### src/rtl/pipeline_pkg.sv
`default_nettype none
// ============================================================================
// Module      : pipeline_pkg
// Description : Shared pipeline types and constants for the hazard logic.
// Revision    : 1.0 - initial release
// ============================================================================
package pipeline_pkg;

    localparam int REG_ADDR_W = 5;
    localparam logic [REG_ADDR_W-1:0] REG_ZERO = 5'd0;

    // Hazard controller states: normal flow, or frozen behind a mul/div in EX
    typedef enum logic [0:0] {
        RUN     = 1'b0,
        MD_WAIT = 1'b1
    } hc_state_t;

endpackage : pipeline_pkg
`default_nettype wire

### src/rtl/load_use_detect.sv
`default_nettype none
// ============================================================================
// Module      : load_use_detect
// Description : Flags an ID instruction that reads the destination of the
//               load currently in EX (register zero never creates a hazard).
// Revision    : 1.0 - initial release
// ============================================================================
module load_use_detect
    import pipeline_pkg::*;
(
    input  logic                  ex_mem_read,
    input  logic [REG_ADDR_W-1:0] ex_rt,
    input  logic [REG_ADDR_W-1:0] id_rs,
    input  logic [REG_ADDR_W-1:0] id_rt,
    input  logic                  id_uses_rt,
    output logic                  load_use
);

    logic w_rs_match;
    logic w_rt_match;

    assign w_rs_match = (ex_rt == id_rs);
    assign w_rt_match = id_uses_rt & (ex_rt == id_rt);
    assign load_use   = ex_mem_read & (ex_rt != REG_ZERO) & (w_rs_match | w_rt_match);

endmodule : load_use_detect
`default_nettype wire

### src/rtl/hazard_controller.sv
`default_nettype none
// ============================================================================
// Module      : hazard_controller
// Description : Pipeline stall/flush control for load-use hazards, taken
//               branches and multi-cycle mul/div occupancy of EX, with a
//               saturating stall-cycle performance counter.
// Revision    : 1.0 - initial release
// ============================================================================
module hazard_controller
    import pipeline_pkg::*;
#(
    parameter int MD_LATENCY  = 4,
    parameter int STALL_CNT_W = 16
) (
    input  logic                   clock,
    input  logic                   reset_n,
    input  logic [REG_ADDR_W-1:0]  id_rs,
    input  logic [REG_ADDR_W-1:0]  id_rt,
    input  logic                   id_uses_rt,
    input  logic                   id_md_start,
    input  logic                   ex_mem_read,
    input  logic [REG_ADDR_W-1:0]  ex_rt,
    input  logic                   branch_taken,
    output logic                   pc_write,
    output logic                   if_id_write,
    output logic                   if_id_flush,
    output logic                   id_ex_write,
    output logic                   id_ex_flush,
    output logic                   md_busy,
    output logic [STALL_CNT_W-1:0] stall_cycles
);

    // A single-cycle mul/div never needs the wait state; otherwise the
    // counter is preloaded so the freeze spans MD_LATENCY-1 cycles.
    localparam logic       c_md_multi = (MD_LATENCY > 1);
    localparam logic [3:0] c_md_load  = 4'((MD_LATENCY > 1) ? (MD_LATENCY - 2) : 0);

    hc_state_t              r_state;
    hc_state_t              w_next_state;
    logic [3:0]             r_md_cnt;
    logic [3:0]             w_md_cnt_next;
    logic [STALL_CNT_W-1:0] r_stall_cnt;
    logic                   w_load_use;

    load_use_detect u_load_use_detect (
        .ex_mem_read (ex_mem_read),
        .ex_rt       (ex_rt),
        .id_rs       (id_rs),
        .id_rt       (id_rt),
        .id_uses_rt  (id_uses_rt),
        .load_use    (w_load_use)
    );

    // State and mul/div countdown registers
    always_ff @(posedge clock) begin
        if (!reset_n) begin
            r_state  <= RUN;
            r_md_cnt <= 4'd0;
        end else begin
            r_state  <= w_next_state;
            r_md_cnt <= w_md_cnt_next;
        end
    end

    // Next-state and same-cycle pipeline control; branch beats load-use beats mul/div
    always_comb begin
        w_next_state  = r_state;
        w_md_cnt_next = r_md_cnt;
        pc_write      = 1'b1;
        if_id_write   = 1'b1;
        if_id_flush   = 1'b0;
        id_ex_write   = 1'b1;
        id_ex_flush   = 1'b0;
        md_busy       = 1'b0;
        case (r_state)
            RUN: begin
                if (branch_taken) begin
                    if_id_flush = 1'b1;
                    id_ex_flush = 1'b1;
                end else if (w_load_use) begin
                    pc_write    = 1'b0;
                    if_id_write = 1'b0;
                    id_ex_flush = 1'b1;
                end else if (id_md_start && c_md_multi) begin
                    w_next_state  = MD_WAIT;
                    w_md_cnt_next = c_md_load;
                end
            end
            MD_WAIT: begin
                pc_write    = 1'b0;
                if_id_write = 1'b0;
                id_ex_write = 1'b0;
                md_busy     = 1'b1;
                if (r_md_cnt == 4'd0) begin
                    w_next_state = RUN;
                end else begin
                    w_md_cnt_next = r_md_cnt - 4'd1;
                end
            end
            default: begin
                w_next_state = RUN;
            end
        endcase
    end

    // Saturating count of cycles in which the PC was held
    always_ff @(posedge clock) begin
        if (!reset_n) begin
            r_stall_cnt <= '0;
        end else if (!pc_write && (r_stall_cnt != {STALL_CNT_W{1'b1}})) begin
            r_stall_cnt <= r_stall_cnt + 1'b1;
        end
    end

    assign stall_cycles = r_stall_cnt;

endmodule : hazard_controller
`default_nettype wire

### config.mk
export PLATFORM = sky130hd
export DESIGN_NAME = hazard_controller
export DESIGN_NICKNAME = d
export VERILOG_FILES = /design/src/rtl/pipeline_pkg.sv /design/src/rtl/load_use_detect.sv /design/src/rtl/hazard_controller.sv
export SDC_FILE = /design/constraint.sdc
export NUM_CORES = 1
export LEC_CHECK = 0
export BUFFER_PORTS_ARGS = -buffer_cell sky130_fd_sc_hd__buf_2
export CAP_MARGIN = 20
export CORE_MARGIN = 2
export CORE_UTILIZATION = 31
export CTS_CLUSTER_DIAMETER = 120
export DETAILED_ROUTE_END_ITERATION = 6
export PLACE_DENSITY = 0.59
export SLEW_MARGIN = 20
export SYNTH_ARGS = -nofsm -noshare
export SYNTH_HDL_FRONTEND = slang
export SYNTH_SLANG_ARGS = --single-unit
### constraint.sdc
create_clock -name clock -period 4.2 [get_ports clock]
set_clock_uncertainty 0.05 [all_clocks]
set_input_delay 0.42 -clock clock [delete_from_list [all_inputs] [get_ports clock]]
set_output_delay 0.42 -clock clock [all_outputs]
set_load 0.01 [all_outputs]
* Yosys cells after proc, flatten, opt, wreduce, memory -nomap -nowiden *
Cells that the tools add are included.

storage, ports and cells
  output and inout bits = 22
  flip-flop bits (word level) = 21
  input bits = 21
  logic and storage cells = 42

operators by class
  add/subtract/negate cells = 2
  muxes and demuxes = 20
  equal/unequal tests = 7
  bitwise logic cells = 5
  reduce and logical (&&, ||, !) cells = 5

operators with widths
  kind                                              count
  adder 16 x 1 -> 16 bit, second input constant     1
  2-to-1 mux 4 bit                                  4
  inequality test 16 bit, second input constant     1
  2-to-1 mux 1 bit                                  13
  == test 5 bit                                     2
  inequality test 2 bit, second input constant      4
  case mux 4 bit (2 select lines)                   1
  nonzero test 5 bit                                1
  zero test 4 bit                                   1
  case mux 1 bit (2 select lines)                   2
  AND reduction 4 bit                               1
  subtractor 4 x 1 -> 4 bit, second input constant  1
  AND 1 bit                                         3
  logical AND 1 bit                                 1
  zero test 1 bit                                   1
  NOT 1 bit                                         1
  OR 1 bit                                          1

* Logic depth before layout (Yosys ltp) *
Gate-level depths: netlist of the first run.

  depth in word-level cells = 9
  mapped depth = 8
  depth with buffers taken out = 8

* Modules after synthesis *
Synthesis of the first run repeated with hierarchy kept, for this count alone.

second synthesis, totals
  cells, all modules = 146
  area, all modules = 1255.0 um^2

modules (own cells, without submodules)
  module             times used  sequential area each (um^2)  area an instance (um^2)  cells an instance
  hazard_controller  1           420.4                        1122.3                   129
  load_use_detect    1           0.0                          132.6                    17

* Least setup slack after synthesis of the first run *
OpenSTA, ideal clock, no wires.

  path kind = input-to-output
  from = in ex_rt[1]
  to = out pc_write
  setup slack = 1862 ps
  required time = 3730 ps
  data arrival time = 1868 ps
  stages on the path = 6
  path buffers = 3
  path through = or4_1 -> o21ai_0 -> o31a_1 -> buf_6 -> buf_2 -> buf_4

between the ends
  word-level cells in the longest chain between the ends = 7
  elaborated cells on any way between the ends = 10
  classes of those cells = 2 x eq/ne; 3 x mux; 4 x bitwise; 1 x reduce/logical

ends and longest elaborated chain
  what                                 RTL line                 text
  start, declared                      hazard_controller.sv:22  input logic [REG_ADDR_W-1:0] ex_rt,
  == test 5 bit                        load_use_detect.sv:23    assign w_rt_match = id_uses_rt & (ex_rt == id_rt);
  AND 1 bit                            load_use_detect.sv:23
  OR 1 bit                             load_use_detect.sv:24    assign load_use = ex_mem_read & (ex_rt != REG_ZERO) & (w_rs_match | w_rt_match);
  AND 1 bit (*)                        load_use_detect.sv:24
  2-to-1 mux 1 bit (*) (2 in series)   -
  case mux 1 bit (2 select lines) (*)  -
  end, declared                        hazard_controller.sv:24  output logic pc_write,

Mark *: on every way between the ends. The rest lies on a longest branch, timed or not.

* Final worst setup path of the first run *
  from = in ex_rt[1]
  to = out if_id_write

between the ends
  word-level cells in the longest chain between the ends = 7
  elaborated cells on any way between the ends = 10
  classes of those cells = 2 x eq/ne; 3 x mux; 4 x bitwise; 1 x reduce/logical

ends and longest elaborated chain
  what                                 RTL line                 text
  == test 5 bit                        load_use_detect.sv:23
  AND 1 bit                            load_use_detect.sv:23
  OR 1 bit                             load_use_detect.sv:24
  AND 1 bit (*)                        load_use_detect.sv:24
  2-to-1 mux 1 bit (*)                 hazard_controller.sv:80  end else if (w_load_use) begin
  2-to-1 mux 1 bit (*)                 hazard_controller.sv:77  if (branch_taken) begin
  case mux 1 bit (2 select lines) (*)  hazard_controller.sv:75  case (r_state)
  end, declared                        hazard_controller.sv:25  output logic if_id_write,

Marks and branches as above.

==> metrics, run 1 <==
Resize count post-CTS 0; GRT Resource Usage Total 13.8%; outcome complete, no violations; most frequent cells in the layout 42 x buf_2, 21 x dfxtp_1, 15 x a21oi_1, 11 x nor2_1, 10 x or4_1; largest family of logic cells by synthesized area simple AND/OR/NAND/NOR gates; post-synthesis net count ~180; commonest non-fill, non-tap cell in the layout buf_2; EDFF count, synth 0; Worst Setup Start Kind primary input; CTS tree built; register bit count reported by yosys 21; share of layout cells above drive strength 1 24.6%; f_max 0.334 GHz; Starting Density 32.0%; Final Cycle Share 71.2%; Ports 43; CTS Hold Bufs 0; GR Util met1 17.3%; post-route insts no fill 249; Vias/cell about 5.3; total number of vias 1,327; Unique masters post-synth 38; Buffers on Ports 42; maximum vdd drop around 0.14 mV; final hold vios 0; HPWL after DPL 2.18 mm; H-Tree Depth 1; DR iter-0 viols between 90 and 100; worst hold-check path type in2reg; Yosys warning total 0; grt met2 use 23.7%; total grt overflow 0; RSZ-0062 raised after global routing false; Post-Syn Area about 1300 µm²; First-pass DRT Iterations 4; DP Cell Count 245; clock buffer depth 2; Final Setup Violations 0; max_cap viols 0; Crit Path Category in2out; Crit. Startpoint ex_rt[1]; complex-gate fraction of the synthesized area 20.7%; asr flop ratio synth 0%; Slew HR 35.1%; number of global-route vias before repair approximately 1,200; FP Rows 23; antenna-violating nets left 0; postcts setup bufs 0; element type at the critical path end primary output; worst slew pin tran 0.974 ns; CP Data Arrival Time 2.52 ns; global-route wire length before repair ~5.0 mm; Setup TNS Final 0 ns; Place WS around 1.2 ns; XOR/XNOR share of the synthesized area 6.84%; number of fill cells in the layout 413; Reg2Reg Setup Slack 1.97 ns; Crit Path Max Fanout 31; met3 usage 3.95%; Synth Area in Adders 1.96%; gpl congestion 0.706; sequential share of the synthesized area roughly a third; Main synth FF type dfxtp_1; HP Start reset_n; Setup WS post-layout 1.21 ns; Slew Viols, Final 0; largest net degree at the start of global routing 32; Syn Inst Count 160; Worst R2R Start stall_cycles[2]$_SDFFE_PN0P_; min cycle time layout 2.99 ns; clock sinks 21; routed len/inst ~12 µm; Leak 0.601 nW; n_diodes 0; synth-to-layout area growth 22.5%; wirelength, routed 2.91 mm; Clock transition at path regs 0.08 ns; clock latency on the worst-skew pair roughly 0.26 ns; Simple-Gate Fraction of Synth Area 30.1%; fin nets 223; Die ar. roughly 4700 µm²; Die Y 68.3 µm; Residual DRC 0; Placeable Area 4000 µm²; Syn Area/Cell 8.00 µm²; busiest grt layer met2; Pwr Density approximately 260 nW/µm²; initial antenna violation count 0; Die Width 68.3 µm; mux contribution to synthesized area 1.56%; clock root buffer clkbuf_8; CP required 3.73 ns; CTS buffer count 3
-- kinds of logic (layout without fill, tap and decap cells) --
| group | count (synthesis) | count (layout) |
|---|---|---|
| simple gates | 67 | 67 |
| compound gates | 42 | 42 |
| flops | 21 | 21 |
| buf+inv | 16 | 55 |
| xor+xnor | 10 | 10 |
| fa+ha+maj | 2 | 2 |
| mux | 2 | 2 |
-- cell usage after synthesis, drive strengths merged (2+ instances only) --
master	number	area (µm²)
nor3	3	15.0
a21oi	15	75.1
or3	2	12.5
o31ai	9	67.6
or4	10	75.1
o21ai	8	40.0
nand3	7	35.0
buf	7	42.5
nand2b	3	18.8
and2	3	18.8
inv	8	30.0
ha	2	25.0
xor2	9	78.8
nor3b	2	15.0
nor2	11	41.3
o31a	3	26.3
o21a	2	15.0
and4	2	17.5
mux2i	2	20.0
nand4	4	25.0
nor4	6	43.8
nand2	9	33.8
dfxtp	21	420
and3	3	18.8
-- critical path, stage by stage --
cell and delay [ns]:
buf_2 0.12, or4_1 0.51, o21ai_0 0.37, o31a_1 0.82
buf_2 0.27
-- final timing paths --
path | depth (start not counted) | to
worst max-delay path | 5 | if_id_write
worst min-delay path | 2 | stall_cycles[5]$_SDFFE_PN0P_
worst max register to register | 7 | stall_cycles[5]$_SDFFE_PN0P_
worst min register to register | 2 | stall_cycles[13]$_SDFFE_PN0P_
-- cell type report --
class | instances | area [µm²] | area share [%]
clock buffers | 4 | 45.0 | 2.87
repair buffers | 43 | 221 | 14.1
multi-input cells | 123 | 788 | 50.3
inverters | 8 | 30.0 | 1.92
well taps | 50 | 62.6 | 3.99
flip-flops and latches | 21 | 420 | 26.8
-- power breakdown --
group / switching [mW] / internal [mW] / leakage [nW]
clock network: 0.0632 / 0.0675 / 0.0228
logic: 0.0379 / 0.0262 / 0.409
registers: 0.00458 / 0.203 / 0.170
-- sequential cells by signal (all words and copies together) (netlist names) --
name,cells
stall_cycles,16
r_md_cnt,4
r_state,1
-- per-stage QoR --
step	utilization [%]	area, µm²	hold WS (ns)	power, mW
floorplan	-	1280	0.399	0.254
finish	39.2	1570	0.416	0.403
CTS	39.2	1570	0.411	0.409
detailed placement	38.1	1520	0.420	0.277
global route	39.2	1570	0.418	0.428
global placement	37.8	1510	0.419	0.277
-- layer usage --
| metal | share of wire (%) | vias up |
|---|---|---|
| li1 | - | 677 |
| met1 | 48 | 604 |
| met3 | 7.0 | 2 |
| met4 | 0.34 | 0 |
| met5 | 0 | - |
| met2 | 45 | 44 |
No activity file was read; power rests on OpenSTA's default activity.
==> run 2, diff against run 1 <==
--- a/config.mk
+++ b/config.mk
@@ -11,7 +11,7 @@
 export CORE_UTILIZATION = 31
 export CTS_CLUSTER_DIAMETER = 120
 export DETAILED_ROUTE_END_ITERATION = 6
-export PLACE_DENSITY = 0.59
+export PLACE_DENSITY = 0.61
 export SLEW_MARGIN = 20
 export SYNTH_ARGS = -nofsm -noshare
 export SYNTH_HDL_FRONTEND = slang
==> constraint.sdc (replaced) <==
create_clock -name clock -period 2.7 [get_ports clock]
set_clock_uncertainty 0.05 [all_clocks]
set_input_delay 0.27 -clock clock [delete_from_list [all_inputs] [get_ports clock]]
set_output_delay 0.27 -clock clock [all_outputs]
set_load 0.01 [all_outputs]
==> run 2 against run 1 <==
Cell area grew 1.5%. Clock power grew 60%. Critical endpoint unchanged. Non-clock buffer count grew 2. Largest power group unchanged. Critical path depth grew 1. Largest cell class unchanged. Via count shrank 2.3%. Sequential share of layout area shrank 0.40 points. Final cell count grew 0.80%. Critical path type unchanged. Highest routed layer is now met3. Global-route usage grew 0.28 points. Total power grew 59%. Count of clock-buffer cells in the layout is the same. Combinational power grew 65%.
==> metrics, run 2 (same netlist as run 1, synthesis figures left out) <==
crit-path max cell delay 0.52 ns (-0.30 ns); n_diodes 0 (unchanged); global-route wire length before repair 5.12 mm (+2.1%); final hold vios 0 (unchanged); Worst Hold Depth 2 (unchanged); total number of vias 1,297 (-2.3%); Setup TNS Final 0 ns (unchanged); worst slew pin tran 0.515 ns (-0.458 ns); HPWL after DPL 2.29 mm (+5.0%); highest routed layer met3; RSZ-0062 raised after global routing false; GRT Resource Usage Total 14.1% (+0.28 points); Residual DRC 0 (unchanged); Crit-path slowest cell or4_1; gpl congestion 0.751 (+6.4%); R2R depth 8 (+1); Buffers on Ports 42 (unchanged); CTS Hold Bufs 0 (unchanged); Slew HR 65.6% (+31 points); antenna-violating nets left 0 (unchanged); postcts setup bufs 0 (unchanged); Most common cell on crit path buf_2; synth-to-layout area growth 24.3%; clock buffer depth 2 (unchanged); Vias/cell 5.17 (-3.0%); largest net degree at the start of global routing 32 (unchanged); Ports 43 (unchanged); clock root buffer clkbuf_8; Die Width 68.3 µm (unchanged); wirelength, routed 3.01 mm (+3.3%); DR iter-0 viols 85 (-9.6%); crit-path cells buf_2 -> or4_1 -> o21ai_0 -> o31a_1 -> buf_12 -> buf_2; clock latency on the worst-skew pair 0.26 ns (about the same); Multi-input gate area 788 µm² (unchanged); Pwr Density 402 nW/µm² (+56%); number of global-route vias before repair 1,136 (-1.3%); Die ar. 4660 µm² (unchanged); CP required 2.38 ns (-1.35 ns); initial antenna violation count 0 (unchanged); sequential standard cell area 420 µm² (unchanged); met1 wire length 1.43 mm (+2.1%); most frequent cells in the layout 42 x buf_2, 21 x dfxtp_1, 15 x a21oi_1, 11 x nor2_1, 10 x or4_1; share of layout cells above drive strength 1 25.4% (+0.75 points); number of fill cells in the layout 416 (+0.73%); CP top delay family compound AO/OA/AOI/OAI gates; fin nets 225 (+0.90%); Final Cycle Share between 70 and 80%; Die Y 68.3 µm (unchanged); Levels on crit path 6 (+1); met2 WL post-DR 1.36 mm (+4.7%); total grt overflow 0 (unchanged); CP Data Arrival Time 1.82 ns (-0.70 ns); clock sinks 21 (unchanged); CTS buffer count 3 (unchanged); max FFs per register 16 (unchanged); WP buf/inv 3 (+1); Crit Path Max Fanout 31 (unchanged); routed len/inst 12.0 µm (+2.4%); Clock transition at path regs 0.07 ns (about the same); worst hold-check path type in2reg; Final Setup Violations 0 (unchanged); CTS tree built; H-Tree Depth 1 (unchanged); Leak 0.616 nW (+2.5%); met3 routed wirelength 218 µm (+6.3%); Total Power 639 µW (+59%); Slew Viols, Final 0 (unchanged); Reg2Reg Setup Slack 0.75 ns (-1.22 ns); FP Rows 23 (unchanged); Placeable Area 4000 µm² (unchanged); outcome complete, no violations; f_max about 0.47 GHz; Starting Density 32.0% (unchanged); element type at the critical path end primary output; First-pass DRT Iterations 4 (unchanged); Resize count post-CTS 0 (unchanged); commonest non-fill, non-tap cell in the layout buf_2; maximum vdd drop 0.196 mV (+38%); Worst Setup Start Kind primary input; max_cap viols 0 (unchanged); min cycle time layout 2.14 ns; Crit Path Category in2out
[run 2: metrics by stage]
| step | setup slack (ns) | area (µm²) | hold WS (ns) | cells | util (%) |
|---|---|---|---|---|---|
| after floorplan | 0.662 | 1280 | 0.338 | 160 | - |
| after global placement | 0.396 | 1550 | 0.409 | 247 | 38.7 |
| after CTS | 0.548 | 1590 | 0.269 | 251 | 39.8 |
| final | 0.564 | 1590 | 0.272 | 251 | 39.8 |
| after global routing | 0.428 | 1590 | 0.276 | 251 | 39.8 |
| after detailed placement | 0.374 | 1550 | 0.417 | 247 | 38.7 |
[run 2: per-layer routing]
metal,track usage (%),up-vias
met4,2.00,0
met1,18.8,575
met2,23.1,42
met5,0,-
met3,3.95,0
li1,-,680
[run 2: cell type report]
cell class,instances,area share [%]
Sequential cell,21,26.4
Multi-Input combinational cell,123,49.5
Inverter,8,1.89
Clock buffer,4,2.83
Tap cell,50,3.93
Timing Repair Buffer,45,15.4
[run 2: path summary, 6_finish.rpt]
| check | startpoint | to |
|---|---|---|
| worst max-delay path | ex_rt[1] | if_id_write |
| worst min-delay path | reset_n | stall_cycles[8]$_SDFFE_PN0P_ |
| worst max register to register | r_md_cnt[0]$_SDFFE_PN0P_ | r_md_cnt[2]$_SDFFE_PN0P_ |
| worst min register to register | r_md_cnt[1]$_SDFFE_PN0P_ | r_md_cnt[1]$_SDFFE_PN0P_ |
[run 2: report_power, final]
group          switching [mW]  total, mW  internal (mW)
Combinational          0.0597      0.106         0.0461
Clock                   0.105      0.210          0.105
Sequential            0.00700      0.323          0.316
==> run 3, diff against run 2 <==
--- a/config.mk
+++ b/config.mk
@@ -11,7 +11,7 @@
 export CORE_UTILIZATION = 31
 export CTS_CLUSTER_DIAMETER = 120
 export DETAILED_ROUTE_END_ITERATION = 6
-export PLACE_DENSITY = 0.61
+export PLACE_DENSITY = 0.59
 export SLEW_MARGIN = 20
 export SYNTH_ARGS = -nofsm -noshare
 export SYNTH_HDL_FRONTEND = slang
==> constraint.sdc (replaced) <==
create_clock -name clock -period 2 [get_ports clock]
set_clock_uncertainty 0.05 [all_clocks]
set_input_delay 0.2 -clock clock [delete_from_list [all_inputs] [get_ports clock]]
set_output_delay 0.2 -clock clock [all_outputs]
set_load 0.01 [all_outputs]
==> run 3 against run 2 <==
Flip-flop and latch count is the same. First-iteration DRC count shrank 21%. Critical path depth increased by 2. Clock power up 36%.
==> metrics, run 3 (same netlist as run 1, synthesis figures left out) <==
GRT Resource Usage Total 14.8% (+0.70 points); met1 wire length 1.62 mm (+14%); Ports 43 (unchanged); commonest non-fill, non-tap cell in the layout buf_2; Flop pwr share 48.6% (-2.0 points); clock root buffer clkbuf_8; initial antenna violation count 0 (unchanged); max FFs per register 16 (unchanged); WP buf/inv 5 (+2); HPWL after DPL 2.38 mm (+4.1%); Leak 0.700 nW (+14%); gpl congestion 0.707 (-5.8%); Worst Hold Depth 2 (unchanged); First-pass DRT Iterations 4 (unchanged); CP Data Arrival Time 1.71 ns (-0.11 ns); DP Area 1640 µm² (+6.3%); post-route insts no fill 266 (+6.0%); synth-to-layout area growth 36.2%; element type at the critical path end primary output; worst slew pin tran 0.574 ns (+0.0582 ns); CTS tree built; DP Cell Count 260 (+5.3%); Placeable Area 4000 µm² (unchanged); clock sinks 21 (unchanged); highest routed layer met4; Buffers on Ports 42 (unchanged); clock latency on the worst-skew pair 0.26 ns (about the same); Internal Power 654 µW (+40%); Reg2Reg Setup Slack 0.12 ns (-0.63 ns); crit-path max cell delay 0.52 ns (about the same); Total Power 898 µW (+40%); Crit-path slowest cell or4_1; n_diodes 0 (unchanged); Clk pwr share 31.8% (-1.1 points); total grt overflow 0 (unchanged); number of global-route vias before repair 1,231 (+8.4%); Slew HR 61.7% (-3.9 points); CP required 1.75 ns (-0.63 ns); fin nets 240 (+6.7%); Vias/cell 5.19 (+0.47%); total number of vias 1,381 (+6.5%); largest net degree at the start of global routing 26 (-19%); most frequent cells in the layout 41 x buf_2, 21 x dfxtp_1, 17 x buf_4, 11 x nor2_1, 11 x a21oi_1; final hold vios 0 (unchanged); routed len/inst 12.2 µm (+2.2%); maximum vdd drop 0.288 mV (+47%); max_cap viols 0 (unchanged); Clock transition at path regs 0.08 ns (about the same); wirelength, routed 3.26 mm (+8.3%); Worst R2R Start stall_cycles[5]$_SDFFE_PN0P_; Die ar. 4660 µm² (unchanged); outcome complete, no violations; Slew Viols, Final 0 (unchanged); H-Tree Depth 1 (unchanged); met3 routed wirelength 202 µm (-7.3%); RSZ-0062 raised after global routing true; Starting Density 32.0% (unchanged); antenna-violating nets left 0 (unchanged); met2 WL post-DR 1.41 mm (+3.4%); Residual DRC 0 (unchanged); Crit Path Category in2out; HP Start reset_n; Crit Path Max Fanout 13 (-58%); global-route wire length before repair 5.31 mm (+3.8%); FP Rows 23 (unchanged); Worst Setup Start Kind primary input; Final Setup Violations 0 (unchanged); CTS Hold Bufs 0 (unchanged); f_max 0.510 GHz; crit-path cells buf_2 -> buf_4 -> or4_1 -> o21ai_2 -> o31a_1 -> buf_12 -> buf_4 -> buf_2; Critical R2R Capture stall_cycles[9]$_SDFFE_PN0P_; Sw Share 27.1% (+0.26 points); share of layout cells above drive strength 1 32.9% (+7.5 points); NetSw 244 µW (+42%); CTS buffer count 3 (unchanged); CP top delay family buffers and inverters; Pwr Density 515 nW/µm² (+28%); hold endpoint stall_cycles[5]$_SDFFE_PN0P_; Logic pwr share 19.6% (+3.1 points); Die Width 68.3 µm (unchanged); post-route cell area 1740 µm² (+9.5%); R2R depth 7 (-1); Final Cycle Share a little under 100%; clock buffer depth 2 (unchanged); min cycle time layout 1.96 ns; DR iter-0 viols 67 (-21%); Die Y 68.3 µm (unchanged); worst hold-check path type in2reg
[run 3: power groups by stage]
| stage | Sequential (mW) | Combinational, mW | Clock [mW] |
|---|---|---|---|
| 2_1_floorplan | 0.447 | 0.0877 | 0 |
| 3_3_place_gp | 0.446 | 0.158 | 0 |
| 3_5_place_dp | 0.446 | 0.158 | 0 |
| 4_1_cts | 0.437 | 0.159 | 0.295 |
| 5_1_grt | 0.440 | 0.194 | 0.307 |
| 6_report | 0.436 | 0.176 | 0.286 |
[run 3: layout make-up]
cell class	instances	area, µm²
clock buffers	4	45.0
inverters	8	30.0
fillers	417	2260
flip-flops and latches	21	420
multi-input cells	123	807
repair buffers	60	378
well taps	50	62.6
[run 3: how the worst max path moves through the flow]
stage               slack [ns]                    startpoint  depth (start not counted)                       endpoint
floorplan                 0.01  stall_cycles[2]$_SDFFE_PN0P_                          8   stall_cycles[1]$_SDFFE_PN0P_
CTS                      0.003                      ex_rt[2]                          8                       pc_write
finish                    0.04                      ex_rt[2]                          8                       pc_write
global route             -0.03                      ex_rt[2]                          8                       pc_write
detailed placement       -0.18                      ex_rt[3]                          8  stall_cycles[14]$_SDFFE_PN0P_
global placement         -0.17                      ex_rt[3]                          8  stall_cycles[14]$_SDFFE_PN0P_
[run 3: what timing repair did]
action	in CTS	in global routing
cloned	0	1
pin swaps	0	6
resized for setup	1	6
endpoints found under the setup margin	1	10
setup buffers	0	1
[run 3: metrics by stage]
stage / util [%] / setup slack, ns / hold slack (ns) / setup TNS [ns]
after CTS: 42.2 / 0.00279 / 0.180 / 0
after detailed placement: 41.1 / -0.179 / 0.420 / -1.79
after floorplan: - / 0.00962 / 0.268 / 0
final: 43.6 / 0.0395 / 0.183 / 0
after global routing: 43.6 / -0.0346 / 0.199 / -0.169
after global placement: 41.1 / -0.168 / 0.415 / -1.83
[run 3: metal layers]
layer | up-vias | track usage, %
met5 | - | 0
li1 | 714 | -
met4 | 0 | 4.50
met2 | 48 | 23.8
met3 | 4 | 3.29
met1 | 615 | 19.6
[run 3: worst register-to-register path, cell delays in order, from the launching register on]
cell	delay, ns
dfxtp_1	0.34
and4_1	0.23
and2_1	0.21
nand4_1	0.14
nor3_2	0.06
buf_4	0.17
or4_1	0.49
a21oi_2	0.14
